## config.mk

```make
export PLATFORM = sky130hd
export DESIGN_NAME = cpu_port_pins
export DESIGN_NICKNAME = d
export VERILOG_FILES = /design/src/rtl/cpu_port_pins_pkg.sv /design/src/rtl/cpu_port_float_bit.sv /design/src/rtl/cpu_port_pins.sv
export SDC_FILE = /design/constraint.sdc
export NUM_CORES = 1
export LEC_CHECK = 0
export BUFFER_PORTS_ARGS = -buffer_cell sky130_fd_sc_hd__buf_2
export CORE_MARGIN = 3
export CORE_UTILIZATION = 30
export CTS_CLUSTER_SIZE = 16
export DETAILED_ROUTE_END_ITERATION = 10
export GPL_TIMING_DRIVEN = 0
export HOLD_SLACK_MARGIN = 0.06
export PLACE_DENSITY = 0.5
export SLEW_MARGIN = 20
export SYNTH_ARGS = -nofsm -noshare
export SYNTH_HDL_FRONTEND = slang
export SYNTH_SLANG_ARGS = --single-unit
```

## constraint.sdc

```tcl
create_clock -name clk -period 2.7 [get_ports clk]
set_input_delay 0.405 -clock clk [delete_from_list [all_inputs] [get_ports clk]]
set_output_delay 0.405 -clock clk [all_outputs]
set_load 0.05 [all_outputs]
```

## src/rtl/cpu_port_pins_pkg.sv

```systemverilog
// Shared definitions for the 6510 on-chip I/O port: pin indices and the reset pin byte.
package cpu_port_pins_pkg;

   localparam int CPUPORT_LORAM      = 0;
   localparam int CPUPORT_HIRAM      = 1;
   localparam int CPUPORT_CHAREN     = 2;
   localparam int CPUPORT_CASS_WRT   = 3;
   localparam int CPUPORT_CASS_SENSE = 4;
   localparam int CPUPORT_CASS_MOTOR = 5;

   localparam logic [7:0] CPUPORT_RESET_PINS = 8'h3F;

   localparam int PORT_W = 8;

endpackage

```

## src/rtl/cpu_port_float_bit.sv

```systemverilog
// One unconnected port bit: remembers its last driven level while it is an input,
// then decays to 0 once the fade counter has run out.
module cpu_port_float_bit #(
   parameter int              FADE_W      = 24,
   parameter logic [FADE_W-1:0] FADE_CYCLES = 24'd350000
) (
   input  logic clk,
   input  logic reset,
   input  logic ddr,
   input  logic value,
   output logic hold
);

   logic [FADE_W-1:0] cnt;

   // Driven: track value and rearm fade. Input: count down, then drop the held level.
   always_ff @(posedge clk) begin
      if (reset) begin
         hold <= 1'b0;
         cnt  <= '0;
      end else if (ddr) begin
         hold <= value;
         cnt  <= FADE_CYCLES;
      end else if (cnt != '0) begin
         cnt  <= cnt - {{(FADE_W-1){1'b0}}, 1'b1};
      end else begin
         hold <= 1'b0;
      end
   end

endmodule

```

## src/rtl/cpu_port_pins.sv

```systemverilog
// Pin-level view of the 6510 I/O port: resolves direction, pulls, cassette sense and
// floating-bit decay into one registered pin byte that drives banking, cassette and $01 reads.
module cpu_port_pins
   import cpu_port_pins_pkg::*;
#(
   parameter int                FADE_W      = 24,
   parameter logic [FADE_W-1:0] FADE_CYCLES = 24'd350000,
   parameter logic [7:0]        PULL_MASK   = 8'h17,
   parameter logic [7:0]        FLOAT_MASK  = 8'hC0
) (
   input  logic       clk,
   input  logic       reset,
   input  logic [7:0] cpuport_ddr,
   input  logic [7:0] cpuport_value,
   input  logic       cass_sense_n,
   output logic [7:0] pins_o,
   output logic       loram,
   output logic       hiram,
   output logic       charen,
   output logic       cass_wrt,
   output logic       cass_motor
);

   logic [1:0]        sense_sync;
   logic [PORT_W-1:0] hold;
   logic [PORT_W-1:0] pin_d;
   logic [PORT_W-1:0] pin_q;

   // Two-flop synchroniser for the asynchronous cassette switch; idles released (1).
   always_ff @(posedge clk) begin
      if (reset) sense_sync <= 2'b11;
      else       sense_sync <= {sense_sync[0], cass_sense_n};
   end

   // Hold/decay cell only on bits with no external drive; others never use hold.
   for (genvar i = 0; i < PORT_W; i++) begin : g_bit
      if (FLOAT_MASK[i]) begin : g_float
         cpu_port_float_bit #(
            .FADE_W      (FADE_W),
            .FADE_CYCLES (FADE_CYCLES)
         ) u_float (
            .clk   (clk),
            .reset (reset),
            .ddr   (cpuport_ddr[i]),
            .value (cpuport_value[i]),
            .hold  (hold[i])
         );
      end else begin : g_fixed
         assign hold[i] = 1'b0;
      end
   end

   // Effective level per pin: outputs follow the data register, inputs see sense/hold/pulls.
   always_comb begin
      pin_d = '0;
      for (int i = 0; i < PORT_W; i++) begin
         if (cpuport_ddr[i])              pin_d[i] = cpuport_value[i];
         else if (i == CPUPORT_CASS_SENSE) pin_d[i] = sense_sync[1];
         else if (FLOAT_MASK[i])          pin_d[i] = hold[i];
         else                             pin_d[i] = PULL_MASK[i];
      end
   end

   // Single pin register so every output changes on the same edge.
   always_ff @(posedge clk) begin
      if (reset) pin_q <= CPUPORT_RESET_PINS;
      else       pin_q <= pin_d;
   end

   assign pins_o     = pin_q;
   assign loram      = pin_q[CPUPORT_LORAM];
   assign hiram      = pin_q[CPUPORT_HIRAM];
   assign charen     = pin_q[CPUPORT_CHAREN];
   assign cass_wrt   = pin_q[CPUPORT_CASS_WRT];
   // Motor transistor inverts the port line: pin low = motor on.
   assign cass_motor = ~pin_q[CPUPORT_CASS_MOTOR];

endmodule

```

# ---- After elaboration in Yosys (flattened, before gate mapping)
# Index checks and enable logic that the tools add are counted.
dict set report totals {
  register_bits 60
  inputBits 19
  memories 0
  out_inout_bits 13
  ramBits 0
  mem_bits_ro 0
  latchBits 0
}
dict set report classes {
  eq_ne 2
  bitwise 4
  magnitude_cmp 0
  mul 0
  add_sub_neg 2
  div_mod_pow 0
  n_reduce_logical 9
  shift 0
  muxes 13
}
# operator n
set op_table {}
lappend op_table {{2-to-1 mux 19 bit} 4}
lappend op_table {{nonzero test 24 bit} 2}
lappend op_table {{subtractor 24 x 1 -> 24 bit (second input constant)} 2}
lappend op_table {{OR reduction 2 bit} 5}
lappend op_table {{2-to-1 mux 1 bit} 9}
lappend op_table {{!= test 2 bit (second input constant)} 2}
lappend op_table {{NOT 1 bit} 4}
lappend op_table {{nonzero test 2 bit} 2}

# ---- Longest topological paths before layout
# Gate-level depths: netlist of the first run.
dict set report logic_depth {
  word_depth 3
  mapped_depth 8
  depth_no_buf 7
}

# ---- By module
# A second synthesis of the first run with hierarchy kept.
dict set report unflattened {
  cells_unflattened 388
  area_unflattened_um2 3352.0
}
# mod n_inst cells_per_inst area_per_inst_um2
set by_module_without_submodules {}
lappend by_module_without_submodules {cpu_port_float_bit 2 179 1503.9}
lappend by_module_without_submodules {cpu_port_pins 1 30 344.1}

# ---- Worst setup path after synthesis of the first run
# OpenSTA, ideal clock, no wires.
dict set report synth_path {
  kind {register to register}
  start {register g_bit[6].g_float.u_float.cnt[16]}
  end {register g_bit[6].g_float.u_float.cnt[22]}
  setup_slack_ns 0.588
  setup_ns 0.070
  path_stages_with_launch 7
  n_path_buf 1
  t_arrival_ns 2.042
  cell_sequence {dfxtp_1 -> or4_4 -> or3_1 -> clkbuf_2 -> a2111o_1 -> or3_1 -> a21oi_1}
}
dict set report synth_between {
  elab_chain_cells 1
  elab_cells_between_ends 2
}
# element line_no
set synth_rtl {}
lappend synth_rtl {{start, declared} cpu_port_float_bit.sv:14} ;# logic [FADE_W-1:0] cnt;
lappend synth_rtl {{start signal, assigned} cpu_port_float_bit.sv:25} ;# cnt <= cnt - {{(FADE_W-1){1'b0}}, 1'b1};
lappend synth_rtl {{subtractor 24 x 1 -> 24 bit or nonzero test 24 bit (tied branches)} {cpu_port_float_bit.sv:25, cpu_port_float_bit.sv:24}}
# Parallel ways exist; a longest one is shown, timed or not.
# A chain may end at the register's enable or synchronous reset.

# ---- Worst setup path after layout of the first run
dict set report layout_path {
  start {register g_bit[6].g_float.u_float.cnt[6]}
  end {register g_bit[6].g_float.u_float.cnt[19]}
}
# The elaborated chain is that of the path after synthesis.

==> metrics.md, run 1 <==
| Metric | Value |
|---|---|
| All-Layer GR Usage | `13.4%` |
| Post-synthesis mux area share | `0.354%` |
| Synth Area in Simple Gates | `25.2%` |
| Levels on crit path | `5` |
| Worst-case clock skew | `0.0124 ns` |
| Syn-to-layout area delta | `16.9%` |
| Startpoint Class | `register` |
| Largest net degree at the start of global routing | `12` |
| First-pass GRT wire length | `11.1 mm` |
| Initial antenna violation count | `0` |
| Seq/Total Area, Yosys | `42.5%` |
| Via/cell ratio | `5.15` |
| CP arrival | `2.64 ns` |
| Period utilization | `88.1%` |
| Slowest stage delay, CP | `0.62 ns` |
| Crit path cell chain | `nor4_1 -> nand3_1 -> a211oi_1 -> or4b_2 -> o21ai_0` |
| Post-CTS sizing | `0` |
| YS warnings | `0` |
| Post-synth top cells | `60 x dfxtp_1, 34 x nor2_1, 33 x a21oi_1, 20 x nand2_1, 18 x nor3_1` |
| Worst-skew pair later-pin latency | `0.33 ns` |
| Synth Area in Compound Gates | `18.1%` |
| Clock Tree Buf Depth | `2` |
| Buffers & Inverters on Critical Path | `0` |
| Setup Total Neg Slack | `0 ns` |
| IO Pins | `32` |
| Combinational Power Share | `18.1%` |
| Crit Path Max Fanout | `6` |
| R2r worst-path depth | `5` |
| Clock slew at reported path FFs | `0.08 ns` |
| Max_cap viols | `0` |
| Layout cells sized above 1 | `19.5%` |
| Max-slew headroom | `43.0%` |
| Die ar. | `10600 um2` |
| Fmax achieved | `420 MHz` |
| Mapped Area | `2830 um2` |
| Final hold vios | `0` |
| Hpwl dp | `4.65 mm` |
| Vias in the first global route | `2359` |
| Final wirelength | `6.63 mm` |
| Int Pwr | `1.51 mW` |
| Power share of the clock group | `36.7%` |
| Die X | `103 um` |
| H-tree depth reported by CTS | `3` |
| R2R Setup Slk | `0.32 ns` |
| Synth area leaders | `dfxtp_1 42%, a21oi_1 5.8%, xnor2_1 5.3%` |
| I/O Buffers | `30` |
| Syn_nets | `351` |
| Final Util | `37.0%` |
| RR Startpoint | `g_bit[6].g_float.u_float.cnt[6]` |
| Worst Hold Class | `in -> reg` |
| CP Capture Type | `register` |
| Starting Density | `31.6%` |
| Synthesized-area fraction occupied by adder cells | `1.77%` |
| Final setup fails | `0` |
| Final ANT Viol Nets | `0` |
| Total number of vias | `2482` |
| Wirelength per Cell | `13.7 um` |
| Drt first-iter violations | `149` |
| Number of distinct library cells after synthesis | `53` |
| #FFs+latches synth | `60` |
| WS Path Type | `reg -> reg` |
| Ys async rst share | `0%` |
| CP top delay family | `simple AND/OR/NAND/NOR gates` |
| TritonCTS clock tree | `built` |
| Pleak | `1.22 nW` |
| Min Tclk post-route | `2.38 ns` |
| Net Switching | `0.665 mW` |
| Measured slew at the worst slew-check pin | `0.848 ns` |
| Total power | `2.17 mW` |
| Critical Path RT | `2.96 ns` |
| Share of the synthesized area in the top cell type | `42.5%` |
| R2R Path End | `g_bit[6].g_float.u_float.cnt[19]` |
| EDFF count, synth | `0` |
| Cell row count | `34` |
| Top cell type by total area after synthesis | `dfxtp_1` |
| Gr ovfl total | `0` |
| Drt first pass iters | `4` |
| Clock sink count | `60` |
| Nets@finish | `392` |
| Crit path launch | `g_bit[6].g_float.u_float.cnt[6]` |
| Cells after Synth | `328` |
| Core area | `8930 um2` |
| Mapped Avg Cell Area | `8.62 um2` |
| Setup crit end | `g_bit[6].g_float.u_float.cnt[19]` |
| Max VDD drop | `220 uV` |
| XOR/XNOR Fraction of Synth Area | `7.75%` |
| DRC | `0` |
| Sequential share of power | `45.3%` |
| Global placement routability congestion | `0.813` |
| Unrepaired setup endpoints after global routing | `no` |
| Post-CTS setup buffer count | `0` |
| Post-Layout Cell Count | `482` |
| Cts bufs inserted | `9` |
| Top-count cell post-synth | `dfxtp_1` |
| Die height | `103 um` |
| Switching share of power | `30.6%` |
| Main synth FF type | `dfxtp_1` |
| Slew Viols, Final | `0` |
| Largest family of logic cells by synthesized area | `simple AND/OR/NAND/NOR gates` |
| Post-Place Cells | `466` |
| PD cells | `658 nW/um2` |
| CTS Root Cell | `clkbuf_8` |
| Status | `finished clean` |
| Hold_buf cts | `0` |
| # diodes | `0` |
| Critical path's slowest cell | `or4b_2` |
[cell type report]
class / count / area [um2]
buffer: 17 / 88.8
clock buffer: 10 / 128
clock inverter: 6 / 65.1
fill: 910 / 5630
inverter: 9 / 33.8
multi-input combinational: 242 / 1500
sequential: 60 / 1200
tap: 108 / 135
timing repair buffer: 30 / 150
[power groups by stage]
stage / Sequential (mW) / Clock (mW) / Combinational, mW
2_1_floorplan: 1.02 / 0 / 0.277
3_3_place_gp: 1.00 / 0 / 0.388
3_5_place_dp: 1.00 / 0 / 0.390
4_1_cts: 0.983 / 0.832 / 0.392
5_1_grt: 0.992 / 0.860 / 0.442
6_report: 0.983 / 0.797 / 0.393
[metrics by stage]
stage / area (um2) / worst slack [ns] / hold slack [ns]
global placement: 3110 / 0.358 / 0.397
finish: 3300 / 0.320 / 0.255
detailed placement: 3110 / 0.333 / 0.395
CTS: 3300 / 0.340 / 0.235
global route: 3300 / 0.0982 / 0.250
floorplan: 2830 / 0.588 / 0.389
[sequential cells by signal, indices dropped and copies added, names as in the netlist]
name	cells
g_bit.g_float.u_float.hold	2
pins_o	8
sense_sync	2
g_bit.g_float.u_float.cnt	48
[how the worst min path moves through the flow]
stage / from / end / slack, ns / cells past startpoint
3_3_place_gp: sense_sync[0] / sense_sync[1] / 0.40 / 1
5_1_grt: cpuport_value[1] / pins_o[1] / 0.25 / 2
6_report: cpuport_value[1] / pins_o[1] / 0.26 / 2
3_5_place_dp: sense_sync[0] / sense_sync[1] / 0.39 / 1
2_1_floorplan: sense_sync[0] / sense_sync[1] / 0.39 / 1
4_1_cts: cpuport_value[1] / pins_o[1] / 0.23 / 2
[cell usage in the layout (no fill, tap or decap), types with 6 or more instances in the layout]
master / synthesis / final
dfxtp_1: 60 / 60
nor2_1: 34 / 34
a21oi_1: 33 / 33
buf_2: 1 / 31
nand2_1: 20 / 20
nor3_1: 18 / 18
xnor2_1: 17 / 17
clkbuf_1: 10 / 11
nand3_1: 10 / 10
or3_1: 10 / 10
o21ai_0: 9 / 9
clkbuf_8: 0 / 9
inv_1: 8 / 8
xor2_1: 8 / 8
nor4_1: 7 / 7
or2_2: 7 / 7
nand4_1: 7 / 7
a31oi_1: 6 / 6
[cells by family (layout without fill, tap and decap cells)]
logic type / after synthesis / after routing
AO/OA/AOI/OAI: 79 / 79
XOR/XNOR: 25 / 25
adder cells (fa/ha/maj): 4 / 4
buffers and inverters: 26 / 72
flip-flops: 60 / 60
multiplexers: 1 / 1
AND/OR/NAND/NOR: 133 / 133
[metal layers]
| layer | vias to the layer above | wire (um) | part of all wire [%] | track usage [%] |
|---|---|---|---|---|
| met1 | 1148 | 3380 | 51 | 18.7 |
| met5 | - | 0 | 0 | 0 |
| met3 | 4 | 356 | 5.4 | 2.50 |
| li1 | 1264 | - | - | - |
| met4 | 0 | 67 | 1.0 | 5.98 |
| met2 | 66 | 2820 | 43 | 20.0 |
No activity file was read; power rests on OpenSTA's default activity.
==> run 2, diff against run 1 <==
- ABC_CLOCK_PERIOD_IN_PS: default -> 2700
- CORE_ASPECT_RATIO: default -> 0.7
==> run 2 against run 1 <==
Against the previous run:
- register-to-register slack about the same
- core utilization is 2.0 points higher
- non-clock buffer count stayed put
- final cell count is 2.5% higher
==> metrics.md, run 2 (synthesis results as in run 1) <==
| Metric | Value |
|---|---|
| Status | `finished clean (unchanged)` |
| Layout cells sized above 1 | `19.5% (unchanged)` |
| Critical path's slowest cell | `or4b_2 (unchanged)` |
| RR Startpoint | `g_bit[6].g_float.u_float.cnt[6] (unchanged)` |
| Final ANT Viol Nets | `0 (unchanged)` |
| Worst-case clock skew | `0.00537 ns (was 0.0124 ns)` |
| Hold_ws | `0.263 ns (was 0.255 ns)` |
| Sequential share of power | `38.7% (was 45.3%)` |
| Setup crit end | `g_bit[6].g_float.u_float.cnt[19] (unchanged)` |
| Clock sink count | `60 (unchanged)` |
| Worst-skew pair later-pin latency | `0.33 ns (about the same)` |
| Placed cell area | `3130 um2 (was 3110 um2)` |
| Period utilization | `88.6% (was 88.1%)` |
| Syn-to-layout area delta | `21.4% (was 16.9%)` |
| Die ar. | `10600 um2 (about the same)` |
| Clock slew at reported path FFs | `0.05 ns (was 0.08 ns)` |
| Final setup fails | `0 (unchanged)` |
| IO Pins | `32 (unchanged)` |
| Hold_buf cts | `0 (unchanged)` |
| Unrepaired setup endpoints after global routing | `no (unchanged)` |
| Starting Density | `32.1% (was 31.6%)` |
| Biggest register | `g_bit.g_float.u_float.cnt (unchanged)` |
| Max-slew headroom | `41.2% (was 43.0%)` |
| Buffers & Inverters on Critical Path | `0 (unchanged)` |
| Post-CTS sizing | `0 (unchanged)` |
| CP top delay family | `simple AND/OR/NAND/NOR gates (unchanged)` |
| Combinational Power Share | `15.5% (was 18.1%)` |
| Pleak | `1.28 nW (was 1.22 nW)` |
| R2r worst-path depth | `5 (unchanged)` |
| H-tree depth reported by CTS | `3 (unchanged)` |
| Slowest stage delay, CP | `0.62 ns (about the same)` |
| Setup Total Neg Slack | `0 ns (unchanged)` |
| Worst Hold Class | `in -> reg (unchanged)` |
| Via/cell ratio | `5.07 (was 5.15)` |
| Measured slew at the worst slew-check pin | `0.876 ns (was 0.848 ns)` |
| WS Path Type | `reg -> reg (unchanged)` |
| First-pass GRT wire length | `11.2 mm (was 11.1 mm)` |
| Total number of vias | `2505 (was 2482)` |
| Largest net degree at the start of global routing | `11 (was 12)` |
| Slew Viols, Final | `0 (unchanged)` |
| Vias in the first global route | `2333 (was 2359)` |
| CP arrival | `2.65 ns (was 2.64 ns)` |
| Nets@finish | `392 (unchanged)` |
| All-Layer GR Usage | `13.7% (was 13.4%)` |
| Gr ovfl total | `0 (unchanged)` |
| Cell row count | `28 (was 34)` |
| Hpwl dp | `4.90 mm (was 4.65 mm)` |
| Startpoint Class | `register (unchanged)` |
| Crit path launch | `g_bit[6].g_float.u_float.cnt[6] (unchanged)` |
| Die X | `122 um (was 103 um)` |
| Int Pwr | `1.85 mW (was 1.51 mW)` |
| Crit path cell chain | `nor4_1 -> nand3_1 -> a211oi_1 -> or4b_2 -> o21ai_0 (unchanged)` |
| Max_cap viols | `0 (unchanged)` |
| Power share of the clock group | `45.8% (was 36.7%)` |
| PD cells | `742 nW/um2 (was 658 nW/um2)` |
| R2R Setup Slk | `0.31 ns (was 0.32 ns)` |
| R2R Path End | `g_bit[6].g_float.u_float.cnt[19] (unchanged)` |
| Switching share of power | `27.5% (was 30.6%)` |
| Commonest non-fill, non-tap cell in the layout | `dfxtp_1 (unchanged)` |
| CP Capture Type | `register (unchanged)` |
| Post-route design area | `3430 um2 (was 3300 um2)` |
| CTS Root Cell | `clkbuf_16 (was clkbuf_8)` |
| Fillcell total | `871 (was 910)` |
| Drt first pass iters | `4 (unchanged)` |
| Initial antenna violation count | `0 (unchanged)` |
| Critical Path RT | `2.96 ns (about the same)` |
| Total power | `2.55 mW (was 2.17 mW)` |
| Largest register FFs | `48 (unchanged)` |
| Cts bufs inserted | `9 (unchanged)` |
| Most frequent cells in the layout | `60 x dfxtp_1, 34 x nor2_1, 33 x a21oi_1, 31 x buf_2, 20 x nand2_1 (unchanged)` |
| Post-CTS setup buffer count | `0 (unchanged)` |
| Final hold vios | `0 (unchanged)` |
| DRC | `0 (unchanged)` |
| Wirelength per Cell | `13.7 um (about the same)` |
| TritonCTS clock tree | `built (unchanged)` |
| Levels on crit path | `5 (unchanged)` |
| Final Util | `39.0% (was 37.0%)` |
| Final wirelength | `6.75 mm (was 6.63 mm)` |
| I/O Buffers | `30 (unchanged)` |
| Max VDD drop | `318 uV (was 220 uV)` |
| Clock Tree Buf Depth | `2 (unchanged)` |
| Net Switching | `0.699 mW (was 0.665 mW)` |
| Crit Path Max Fanout | `6 (unchanged)` |
| Fmax achieved | `418 MHz (was 420 MHz)` |
| Die height | `87.2 um (was 103 um)` |
| Core area | `8790 um2 (was 8930 um2)` |
| Global placement routability congestion | `0.815 (was 0.813)` |
| Drt first-iter violations | `159 (was 149)` |
| # diodes | `0 (unchanged)` |
| Min Tclk post-route | `2.39 ns (was 2.38 ns)` |
run 2: cell types whose count changed in the layout (fill, tap and decap cells not counted), sizes merged:
cell / delta
clkinvlp: -3
clkbuf: +2
clkinv: +1
run 2: area by class of cell:
cell class	instances	area (um2)	area share [%]
plain buffers	17	88.8	2.59
repair buffers	30	150	4.38
clock inverters	4	47.5	1.39
well taps	120	150	4.38
inverters	9	33.8	0.985
clock buffers	12	256	7.48
flip-flops and latches	60	1200	35.0
multi-input cells	242	1500	43.8
run 2: worst min path at each step:
| stage | startpoint | depth (start not counted) | endpoint |
|---|---|---|---|
| after floorplan | sense_sync[0] | 1 | sense_sync[1] |
| after global placement | sense_sync[0] | 1 | sense_sync[1] |
| after detailed placement | sense_sync[0] | 1 | sense_sync[1] |
| after CTS | cass_sense_n | 2 | sense_sync[0] |
| after global routing | cpuport_value[1] | 2 | pins_o[1] |
| final | cpuport_value[2] | 2 | pins_o[2] |
run 2: metrics by stage:
| step | setup slack, ns | instances |
|---|---|---|
| 4_1_cts | 0.312 | 494 |
| 3_3_place_gp | 0.384 | 478 |
| 6_report | 0.307 | 494 |
| 3_5_place_dp | 0.321 | 478 |
| 5_1_grt | 0.0721 | 494 |
| 2_1_floorplan | 0.588 | 328 |
run 2: power by group through the flow:
stage,Combinational [mW],Sequential [mW],Clock (mW)
global placement,0.391,1.00,0
CTS,0.393,0.985,1.19
global route,0.441,0.993,1.23
detailed placement,0.390,1.00,0
floorplan,0.277,1.02,0
finish,0.395,0.985,1.17
run 2: metal layers:
metal | track usage (%) | vias to the layer above | share of wire (%)
li1 | - | 1276 | -
met1 | 19.8 | 1157 | 55
met5 | 0 | - | 0
met3 | 4.81 | 7 | 7.0
met2 | 18.6 | 65 | 37
met4 | 4.88 | 0 | 1.1
==> run 3, diff against run 2 <==
- CORE_MARGIN: 3 -> default
==> run 3 against run 2 <==
Against the previous run:
- register-to-register slack lost 0.07 ns
- power decreased by 0.50%
- sequential cell count unchanged
- wire length down 0.43%
- worst hold slack improved by 0.0019 ns
- critical path depth is the same
- count of clock-buffer cells in the layout down 2
- sequential power barely moved
- largest cell class unchanged
==> metrics.md, run 3 (synthesis results as in run 1) <==
| Metric | Value |
|---|---|
| Via/cell ratio | `4.98 (was 5.07)` |
| Gr ovfl total | `0 (unchanged)` |
| Global placement routability congestion | `0.763 (was 0.815)` |
| Switching share of power | `28.1% (was 27.5%)` |
| Max VDD drop | `272 uV (was 318 uV)` |
| DRC | `0 (unchanged)` |
| Largest net degree at the start of global routing | `12 (was 11)` |
| Post-route design area | `3430 um2 (about the same)` |
| Net Switching | `0.711 mW (was 0.699 mW)` |
| Slew Viols, Final | `0 (unchanged)` |
| Drt first-iter violations | `146 (was 159)` |
| Multi-input logic area | `1500 um2 (unchanged)` |
| Post-Place Cells | `482 (was 478)` |
| Die X | `118 um (was 122 um)` |
| R2r worst-path depth | `5 (unchanged)` |
| Critical path's slowest cell | `or4b_2 (unchanged)` |
| Post-CTS sizing | `0 (unchanged)` |
| Setup Total Neg Slack | `0 ns (unchanged)` |
| TritonCTS clock tree | `built (unchanged)` |
| Fillcell total | `939 (was 871)` |
| Starting Density | `31.0% (was 32.1%)` |
| Slowest stage delay, CP | `0.61 ns (was 0.62 ns)` |
| I/O Buffers | `30 (unchanged)` |
| WS Path Type | `reg -> reg (unchanged)` |
| Unrepaired setup endpoints after global routing | `no (unchanged)` |
| Status | `finished clean (unchanged)` |
| Period utilization | `91.2% (was 88.6%)` |
| Power share of the clock group | `45.5% (was 45.8%)` |
| Initial antenna violation count | `0 (unchanged)` |
| PD cells | `737 nW/um2 (was 742 nW/um2)` |
| Most frequent cells in the layout | `60 x dfxtp_1, 34 x nor2_1, 33 x a21oi_1, 31 x buf_2, 20 x nand2_1 (unchanged)` |
| Drt first pass iters | `4 (unchanged)` |
| Final setup fails | `0 (unchanged)` |
| Clock sink count | `60 (unchanged)` |
| Post-CTS setup buffer count | `0 (unchanged)` |
| Worst-skew pair later-pin latency | `0.33 ns (about the same)` |
| Startpoint Class | `register (unchanged)` |
| Nets@finish | `392 (unchanged)` |
| Clock Tree Buf Depth | `2 (unchanged)` |
| Worst Hold Class | `in -> reg (unchanged)` |
| Pleak | `1.28 nW (about the same)` |
| Cell row count | `29 (was 28)` |
| Clock slew at reported path FFs | `0.05 ns (about the same)` |
| Sequential share of power | `38.9% (was 38.7%)` |
| Cts bufs inserted | `9 (unchanged)` |
| Core area | `9110 um2 (was 8790 um2)` |
| CP Capture Type | `register (unchanged)` |
| Layout cells sized above 1 | `19.8% (was 19.5%)` |
| All-Layer GR Usage | `14.8% (was 13.7%)` |
| Hpwl dp | `4.77 mm (was 4.90 mm)` |
| Die height | `83.2 um (was 87.2 um)` |
| Vias in the first global route | `2225 (was 2333)` |
| Buffers & Inverters on Critical Path | `0 (unchanged)` |
| Biggest register | `g_bit.g_float.u_float.cnt (unchanged)` |
| Combinational Power Share | `15.6% (was 15.5%)` |
| CTS Root Cell | `clkbuf_16 (unchanged)` |
| Critical Path RT | `2.96 ns (about the same)` |
| H-tree depth reported by CTS | `3 (unchanged)` |
| Placed cell area | `3130 um2 (about the same)` |
| Max-slew headroom | `43.9% (was 41.2%)` |
| Post-Layout Cell Count | `498 (was 494)` |
| Final wirelength | `6.72 mm (was 6.75 mm)` |
| Crit Path Max Fanout | `6 (unchanged)` |
| Syn-to-layout area delta | `21.5% (was 21.4%)` |
| Int Pwr | `1.82 mW (was 1.85 mW)` |
| Reg area | `1200 um2 (unchanged)` |
| Commonest non-fill, non-tap cell in the layout | `dfxtp_1 (unchanged)` |
| Levels on crit path | `5 (unchanged)` |
| Die ar. | `9820 um2 (was 10600 um2)` |
| Hold path cells | `2 (unchanged)` |
| CP top delay family | `simple AND/OR/NAND/NOR gates (unchanged)` |
| Measured slew at the worst slew-check pin | `0.835 ns (was 0.876 ns)` |
| Worst-case clock skew | `0.00704 ns (was 0.00537 ns)` |
| Wirelength per Cell | `13.5 um (was 13.7 um)` |
| Min Tclk post-route | `2.46 ns (was 2.39 ns)` |
| Final hold vios | `0 (unchanged)` |
| Largest register FFs | `48 (unchanged)` |
| Fmax achieved | `406 MHz (was 418 MHz)` |
| Hold_buf cts | `0 (unchanged)` |
| CP arrival | `2.72 ns (was 2.65 ns)` |
| Max_cap viols | `0 (unchanged)` |
| Total number of vias | `2482 (was 2505)` |
| # diodes | `0 (unchanged)` |
| Final ANT Viol Nets | `0 (unchanged)` |
| Crit path cell chain | `nor4_1 -> nand3_1 -> a211oi_1 -> or4b_2 -> o21ai_0 (unchanged)` |
| First-pass GRT wire length | `11.3 mm (was 11.2 mm)` |
| IO Pins | `32 (unchanged)` |
-- run 3: power by group through the flow --
stage / registers (mW) / logic, mW / clock network (mW)
2_1_floorplan: 1.02 / 0.277 / 0
4_1_cts: 0.985 / 0.393 / 1.19
3_5_place_dp: 1.00 / 0.391 / 0
3_3_place_gp: 1.00 / 0.391 / 0
5_1_grt: 0.993 / 0.441 / 1.23
6_report: 0.986 / 0.394 / 1.15
-- run 3: layer usage --
layer,wire length [um],part of all wire (%),vias up,GRT usage [%]
met3,446,6.6,10,3.91
met1,3640,54,1122,21.6
li1,-,-,1277,-
met2,2510,37,73,19.8
met4,130,1.9,0,6.99
met5,0,0,-,0
-- run 3: per-stage QoR --
stage               util (%)  hold WS [ns]  setup slack [ns]  power (mW)
CTS                     37.7         0.251             0.298        2.57
detailed placement      34.4         0.400             0.329        1.39
floorplan                  -         0.389             0.588        1.29
finish                  37.7         0.265             0.238        2.53
global route            37.7         0.263            0.0769        2.66
global placement        34.4         0.393             0.349        1.39
-- run 3: path summary, 6_finish.rpt --
kind | slack (ns) | end | startpoint
worst max register to register | 0.24 | g_bit[6].g_float.u_float.cnt[19] | g_bit[6].g_float.u_float.cnt[6]
worst min-delay path | 0.26 | pins_o[2] | cpuport_value[2]
worst min register to register | 0.41 | sense_sync[1] | sense_sync[0]
worst max-delay path | 0.24 | g_bit[6].g_float.u_float.cnt[19] | g_bit[6].g_float.u_float.cnt[6]
-- run 3: worst register-to-register path: stages, from the launching register on --
cell and delay (ns):
dfxtp_1 0.34, nor4_1 0.53, nand3_1 0.38, a211oi_1 0.45
or4b_2 0.61, o21ai_0 0.09
-- run 3: layout make-up --
cell class / instances / share of cell area, %
tap: 124 / 4.52
multi-input combinational: 242 / 43.8
clock inverter: 6 / 1.86
inverter: 9 / 0.984
timing repair buffer: 30 / 4.37
buffer: 17 / 2.59
sequential: 60 / 35.0
clock buffer: 10 / 6.96
